`config.mk`:
```
export PLATFORM = sky130hd
export DESIGN_NAME = demux_1_4_tdm_flat
export DESIGN_NICKNAME = d
export VERILOG_FILES = /design/src/rtl/demux_1_4_tdm_if.sv /design/src/rtl/demux_1_4_tdm.sv /design/src/flat_wrapper.sv
export SDC_FILE = /design/constraint.sdc
export NUM_CORES = 1
export LEC_CHECK = 0
export ABC_AREA = 1
export BUFFER_PORTS_ARGS = -buffer_cell sky130_fd_sc_hd__buf_2
export CAP_MARGIN = 0
export CORE_ASPECT_RATIO = 1.25
export CORE_MARGIN = 8
export CORE_UTILIZATION = 33
export CTS_CLUSTER_SIZE = 12
export DETAILED_ROUTE_END_ITERATION = 8
export PLACE_DENSITY = 0.5
export SETUP_SLACK_MARGIN = 0.3
export SLEW_MARGIN = 15
export SYNTH_ARGS = -nofsm -noshare
export SYNTH_HDL_FRONTEND = slang
export SYNTH_SLANG_ARGS = --single-unit
```
`constraint.sdc`:
```
create_clock -name clk -period 1.71 [get_ports clk]
set_input_delay 0.342 -clock clk [delete_from_list [all_inputs] [get_ports clk]]
set_output_delay 0.342 -clock clk [all_outputs]
set_load 0.03 [all_outputs]
```
`src/rtl/demux_1_4_tdm_if.sv`:
```
// Bundle of the serial-in / 4-lane-out handshake signals of demux_1_4_tdm.
// Latency: none (wires only).
// Backpressure: in_ready/in_valid on the serial side, out_valid/out_ready on the frame side.
// Ports: in_valid, in_data, in_ready (serial lane); out_valid, out_ready, d0..d3 (frame);
//        slot (next slot to fill); in_sof, sync_err only when DEMUX_SOF_EN is defined.
interface demux_1_4_tdm_if #(
  parameter int W = 4
);
  logic         in_valid;
  logic [W-1:0] in_data;
  logic         in_ready;
  logic         out_valid;
  logic         out_ready;
  logic [W-1:0] d0;
  logic [W-1:0] d1;
  logic [W-1:0] d2;
  logic [W-1:0] d3;
  logic [1:0]   slot;
`ifdef DEMUX_SOF_EN
  logic         in_sof;
  logic         sync_err;
`endif

  // master drives the serial lane and consumes frames; slave is the demux
  modport master (
    output in_valid, in_data, out_ready,
`ifdef DEMUX_SOF_EN
    output in_sof,
    input  sync_err,
`endif
    input  in_ready, out_valid, d0, d1, d2, d3, slot
  );

  modport slave (
    input  in_valid, in_data, out_ready,
`ifdef DEMUX_SOF_EN
    input  in_sof,
    output sync_err,
`endif
    output in_ready, out_valid, d0, d1, d2, d3, slot
  );
endinterface

```
`src/rtl/demux_1_4_tdm.sv`:
```
// 1:4 time-division demux: round-robin serial words into a registered 4-lane frame.
// Latency: frame valid 1 cycle after its 4th word is accepted.
// Backpressure: only the slot-3 word stalls, and only while a held frame is not being taken.
// Ports: clk, rst (async, active-high); bus (demux_1_4_tdm_if.slave) carrying
//        in_valid/in_data/in_ready, out_valid/out_ready, d0..d3, slot.
// Optional: DEMUX_SOF_EN adds in_sof (realign to slot 0) and sticky sync_err.
module demux_1_4_tdm #(
  parameter int W = 4
) (
  input  logic           clk,
  input  logic           rst,
  demux_1_4_tdm_if.slave bus
);

  logic [1:0]   slot_q;
  logic [W-1:0] asm0_q, asm1_q, asm2_q;
  logic [W-1:0] d0_q, d1_q, d2_q, d3_q;
  logic         out_valid_q;
  logic         sof;
  logic         accept;
  logic         commit;

`ifdef DEMUX_SOF_EN
  logic sync_err_q;
  assign sof          = bus.in_sof;
  assign bus.sync_err = sync_err_q;
`else
  assign sof = 1'b0;
`endif

  // Slots 0..2 only fill assembly registers, so they never need to wait.
  assign bus.in_ready = (slot_q != 2'd3) || !out_valid_q || bus.out_ready;
  assign accept       = bus.in_valid && bus.in_ready;
  // A start-of-frame word realigns instead of completing a frame.
  assign commit       = accept && (slot_q == 2'd3) && !sof;

  always_ff @(posedge clk or posedge rst) begin
    if (rst) begin
      slot_q      <= 2'd0;
      asm0_q      <= '0;
      asm1_q      <= '0;
      asm2_q      <= '0;
      d0_q        <= '0;
      d1_q        <= '0;
      d2_q        <= '0;
      d3_q        <= '0;
      out_valid_q <= 1'b0;
`ifdef DEMUX_SOF_EN
      sync_err_q  <= 1'b0;
`endif
    end else begin
      if (accept) begin
        if (sof) begin
          asm0_q <= bus.in_data;
          slot_q <= 2'd1;
`ifdef DEMUX_SOF_EN
          if (slot_q != 2'd0) sync_err_q <= 1'b1;
`endif
        end else begin
          case (slot_q)
            2'd0: asm0_q <= bus.in_data;
            2'd1: asm1_q <= bus.in_data;
            2'd2: asm2_q <= bus.in_data;
            default: begin
              // last word bypasses assembly so the frame is ready one edge later
              d0_q <= asm0_q;
              d1_q <= asm1_q;
              d2_q <= asm2_q;
              d3_q <= bus.in_data;
            end
          endcase
          slot_q <= slot_q + 2'd1;
        end
      end

      // commit wins over release so back-to-back frames have no bubble
      if (commit)             out_valid_q <= 1'b1;
      else if (bus.out_ready) out_valid_q <= 1'b0;
    end
  end

  assign bus.out_valid = out_valid_q;
  assign bus.d0        = d0_q;
  assign bus.d1        = d1_q;
  assign bus.d2        = d2_q;
  assign bus.d3        = d3_q;
  assign bus.slot      = slot_q;

endmodule
```
`src/flat_wrapper.sv`:
```
// flat-port wrapper written by rule: the top's interface ports become plain ports
module demux_1_4_tdm_flat 
#(
  parameter int W = 4
)
  (clk, rst, bus_in_valid, bus_in_data, bus_out_ready, bus_in_ready, bus_out_valid, bus_d0, bus_d1, bus_d2, bus_d3, bus_slot);
  demux_1_4_tdm_if #(.W(W)) bus_i ();
  input  logic clk;
  input  logic rst;
  input wire logic [$bits(bus_i.in_valid)-1:0] bus_in_valid;
  input wire logic [$bits(bus_i.in_data)-1:0] bus_in_data;
  input wire logic [$bits(bus_i.out_ready)-1:0] bus_out_ready;
  output wire logic [$bits(bus_i.in_ready)-1:0] bus_in_ready;
  output wire logic [$bits(bus_i.out_valid)-1:0] bus_out_valid;
  output wire logic [$bits(bus_i.d0)-1:0] bus_d0;
  output wire logic [$bits(bus_i.d1)-1:0] bus_d1;
  output wire logic [$bits(bus_i.d2)-1:0] bus_d2;
  output wire logic [$bits(bus_i.d3)-1:0] bus_d3;
  output wire logic [$bits(bus_i.slot)-1:0] bus_slot;
  assign bus_i.in_valid = bus_in_valid;
  assign bus_i.in_data = bus_in_data;
  assign bus_i.out_ready = bus_out_ready;
  assign bus_in_ready = bus_i.in_ready;
  assign bus_out_valid = bus_i.out_valid;
  assign bus_d0 = bus_i.d0;
  assign bus_d1 = bus_i.d1;
  assign bus_d2 = bus_i.d2;
  assign bus_d3 = bus_i.d3;
  assign bus_slot = bus_i.slot;
  demux_1_4_tdm #(.W(W)) u_core (.clk(clk), .rst(rst), .bus(bus_i));
endmodule
```
======== Word-level counts from Yosys, hierarchy flattened ========
Index checks and enable logic that the tools add are counted.
storage, ports and cells
  flip-flop bits (word level) ............. 31
  bits of input ports ..................... 8
  output and inout port bits .............. 20
  word-level logic and storage cells ...... 29
operators by class
  $add $sub $neg .......................... 1
  eq/ne operators ......................... 4
  multiplexer cells ....................... 2
  bitwise logic cells ..................... 1
  reduce and logical (&&, ||, !) cells .... 12
operators with widths
  cell                   number
  $reduce_and A2 Y1      4
  $eq A2 B2 Y1 const B   2
  $reduce_or A3 Y1       1
  $add A2 B1 Y2 const B  1
  $eq A2 B1 Y1 const B   1
  $logic_and A1 B1 Y1    2
  $logic_not A2 Y1       1
  $logic_or A1 B1 Y1     2
  $mux W1                2
  $ne A2 B2 Y1 const B   1
  $reduce_bool A2 Y1     1
  $logic_not A1 Y1       1
  $not A1 Y1             1

======== Longest topological paths before layout ========
  depth in word-level cells ............... 6
  mapped depth ............................ 6
  gate-level depth less buffers ........... 5

======== Worst setup path before layout ========
OpenSTA, ideal clock, no wires.
  path kind ............................... register to output
  start point ............................. register u_core.slot_q[0], in the netlist u_core.bus.slot[0]
  end point ............................... output bus_in_ready
  arrival time ............................ 1.223 ns
  data required time ...................... 1.368 ns
  setup slack ............................. 0.145 ns
  stages on the path, launching flop included .. 4
  buffers on the path ..................... 1
  path through ............................ dfrtp_1 > ha_1 > nand3_4 > buf_2
between the ends
  word-level cells in the longest chain between the ends .. 3
RTL lines
  what                             RTL line             RTL
  start: declaration               demux_1_4_tdm.sv:15  logic [1:0] slot_q;
  start signal: assignment         demux_1_4_tdm.sv:72  slot_q <= slot_q + 2'd1;
  $ne A2 B2 Y1                     demux_1_4_tdm.sv:32  assign bus.in_ready = (slot_q != 2'd3) || !out_valid_q || bus.out_ready;
  $logic_or A1 B1 Y1 (2 in a row)  demux_1_4_tdm.sv:32
  end: declaration                 flat_wrapper.sv:13   output wire logic [$bits(bus_i.in_ready)-1:0] bus_in_ready;
No other way between the ends.

======== Final worst setup path ========
  start point ............................. register u_core.slot_q[1], in the netlist u_core.bus.slot[1]
  end point ............................... output bus_in_ready
The elaborated chain is that of the path after synthesis.

==> flow_summary_export.csv <==
group,metric,value,unit
setup_path,reg2reg_depth,6,
power,sw_frac_of_total,40.97,%
setup_path,path_class,"register to output port",
detailed_routing,ant_nets,0,
cts,hold_buffers,0,
setup_path,regToRegSetupSlack,360,ps
synth,netlist_instances,147,
global_routing,grt_antenna_before_repair,0,
layout,drive_gt1_share,30.43,%
power,p_leak,0.9518,nW
status,status,"complete, no violations",
global_routing,grt_pass1_vias,1158,
timing,hold_violations,0,
detailed_routing,wirelength,3286,um
floorplan,core_area,4066,um2
min_path,hold_path_class,"input port to asynchronous set/reset pin",
setup_path,worstPathRequired,1370,ps
synth,synth_xor_area_share,0,%
timing,skew,2.309,ps
floorplan,dieArea,6549,um2
timing,layout_min_cycle_time,1428,ps
setup_path,crit_fanout,2,
timing,worstMarginPinSlew,546.7,ps
synth,ys_ff_latch,31,
detailed_routing,vias,1165,
timing,fmax,700.3,MHz
detailed_routing,dr.pass1.iters,4,
global_routing,overflow,0,
power,irDropWorstVdd,579.4,uV
layout,final_cell_mix,"61 x nand2_1, 29 x dfrtp_1, 28 x nand4_1",
layout,fin_util,44.15,%
cts,cts.reportedPaths.clkPinSlew,60,ps
power,power_frac_clock,19.8,%
power,p_seq_share,40.0,%
cts,cts.htree.levels,2,
layout,nets,196,
timing,setup_viol,0,
timing,final_max_slew_viol_count,0,
global_routing,grtUsageTotal,11.03,%
synth,yosysSeqAreaShare,55.91,%
setup_path,cp-start-kind,"register",
floorplan,boundaryPins,28,
detailed_routing,drt-vias-per-instance,4.854,
detailed_routing,wl_per_cell,13.69,um
placed_design,dpl.hpwl,2282,um
power,power.switching,0.001274,W
cts,clockBufferDepth,2,
synth,netlist_area,1388,um2
floorplan,rows,26,
layout,synthToLayoutAreaGrowth,29.40,%
cts,root_buffer,"clkbuf_8",
cts,cts_tree,"done",
synth,yosysTopAreaCell,"dfrtp_1",
detailed_routing,initialDrtViolationCount,55,
timing,rsz0062_at_grt,"true",
global_routing,grt_max_degree,30,
synth,synthSimpleGateAreaFrac,33.45,%
detailed_routing,post-route-drc-count,0,
cts,cts_buffers,5,
layout,n_antenna_cell,0,
timing,slew_headroom,63.55,%
timing,finalSetupTns,0,ps
global_routing,grt_pass1_wl,5457,um
synth,yosys-top-cells-area,"dfrtp_1 56%, nand2_1 17%, nand4_1 13%, ha_1 4.5%, buf_2 2.5%",
power,p_int,0.001836,W
synth,synth.distinct_cells,11,
setup_path,r2r-end,"u_core.asm2_q[1]",
floorplan,die_h,88.50,um
power,power.share.combinational,40.2,%
cts,clk_latency,280,ps
floorplan,die_w,74,um
synth,synth_area_per_cell,9.439,um2
synth,synth_fa_ha_area_share,4.509,%
cts,cts_sinks,31,
layout,final_common_cell,"nand2_1",
synth,synth_compound_area_share,0.6312,%
synth,synth_top_family_by_area,"simple AND/OR/NAND/NOR gates",
synth,synth_top_area_share,55.91,%
setup_path,critPathArrivalTime,1090,ps
flow_run,maxCapViolations,0,
power,p_per_area,1732,nW/um2
setup_path,crit-reg2reg-launch,"u_core.bus.slot[0]",
placed_design,place.gp.congestion,0.7500,
synth,synth.area.mux_share,0,%
timing,fin_crit_sh,83.51,%
synth,synth_nets,160,
floorplan,initial_core_util,34.12,%
placed_design,io_buffer_count,27,
setup_path,cp-end-kind,"output port",
synth,synth_warnings,0,
synthesized netlist by cell type (all sizes together):
master,n
nand2,61
ha,5
dfrtp,31
a22o,1
buf,10
inv,4
nand4,28
nand3,7
state kept, by name (all words and copies together), names as in the netlist:
register              flops
u_core.asm0_q             4
u_core.asm1_q             4
u_core.asm2_q             4
u_core.bus.d0             4
u_core.bus.d1             4
u_core.bus.d2             4
u_core.bus.d3             4
u_core.bus.slot           2
u_core.bus.out_valid      1
worst max-delay path by stage:
stage                       startpoint          endpoint  slack (ps)
detailed placement  u_core.bus.slot[0]  u_core.asm1_q[0]         200
floorplan           u_core.bus.slot[0]      bus_in_ready         310
CTS                 u_core.bus.slot[0]      bus_in_ready         280
finish              u_core.bus.slot[1]      bus_in_ready         280
global route        u_core.bus.slot[1]      bus_in_ready         240
global placement    u_core.bus.slot[0]  u_core.asm0_q[3]         250
critical path, cell delays in order (launching register included):
cell and delay (ps):
dfrtp_2 430, ha_4 170, nand3_4 70, buf_6 130
metrics by stage:
stage	instance area (um2)	instances	setup slack, ps	power, W	hold WS (ps)
floorplan	1396	147	313.3	0.002089	442.0
global placement	1592	226	249.5	0.002411	371.8
detailed placement	1592	226	195.9	0.002437	387.3
CTS	1750	238	276.5	0.003126	80.19
global route	1795	240	243.1	0.003343	108.0
finish	1795	240	282.0	0.003110	76.21
layer usage:
layer	GRT usage [%]	up-vias	routed length, um
met4	6.740	0	96
met5	0	-	0
met3	3.741	8	172
met1	12.83	559	1417
met2	16.99	28	1599
li1	-	570	-
kinds of logic after synthesis:
logic type	Yosys count
fa+ha+maj	5
flops	31
simple gates	96
compound gates	1
buf+inv	14
power by group through the flow:
stage / registers, W / clock network, W / logic (W)
after CTS: 0.00124 / 0.000642 / 0.00124
final: 0.00124 / 0.000615 / 0.00125
after floorplan: 0.00161 / 0 / 0.000478
after global placement: 0.00124 / 0 / 0.00117
after detailed placement: 0.00126 / 0 / 0.00118
after global routing: 0.00128 / 0.000672 / 0.00139
area by class of cell:
cell class / instances / area, um2
inverters: 4 / 15.01
repair buffers: 39 / 264.0
clock buffers: 8 / 100.1
fillers: 406 / 2271
well taps: 56 / 70.07
multi-input cells: 102 / 568.0
flip-flops and latches: 31 / 778.2
repair_timing:
action | in CTS | in global routing
pin swaps | 1 | 0
endpoints found under the setup margin | 25 | 25
resized for setup | 6 | 11
setup buffers | 4 | 2
No activity file was read; power rests on OpenSTA's default activity.
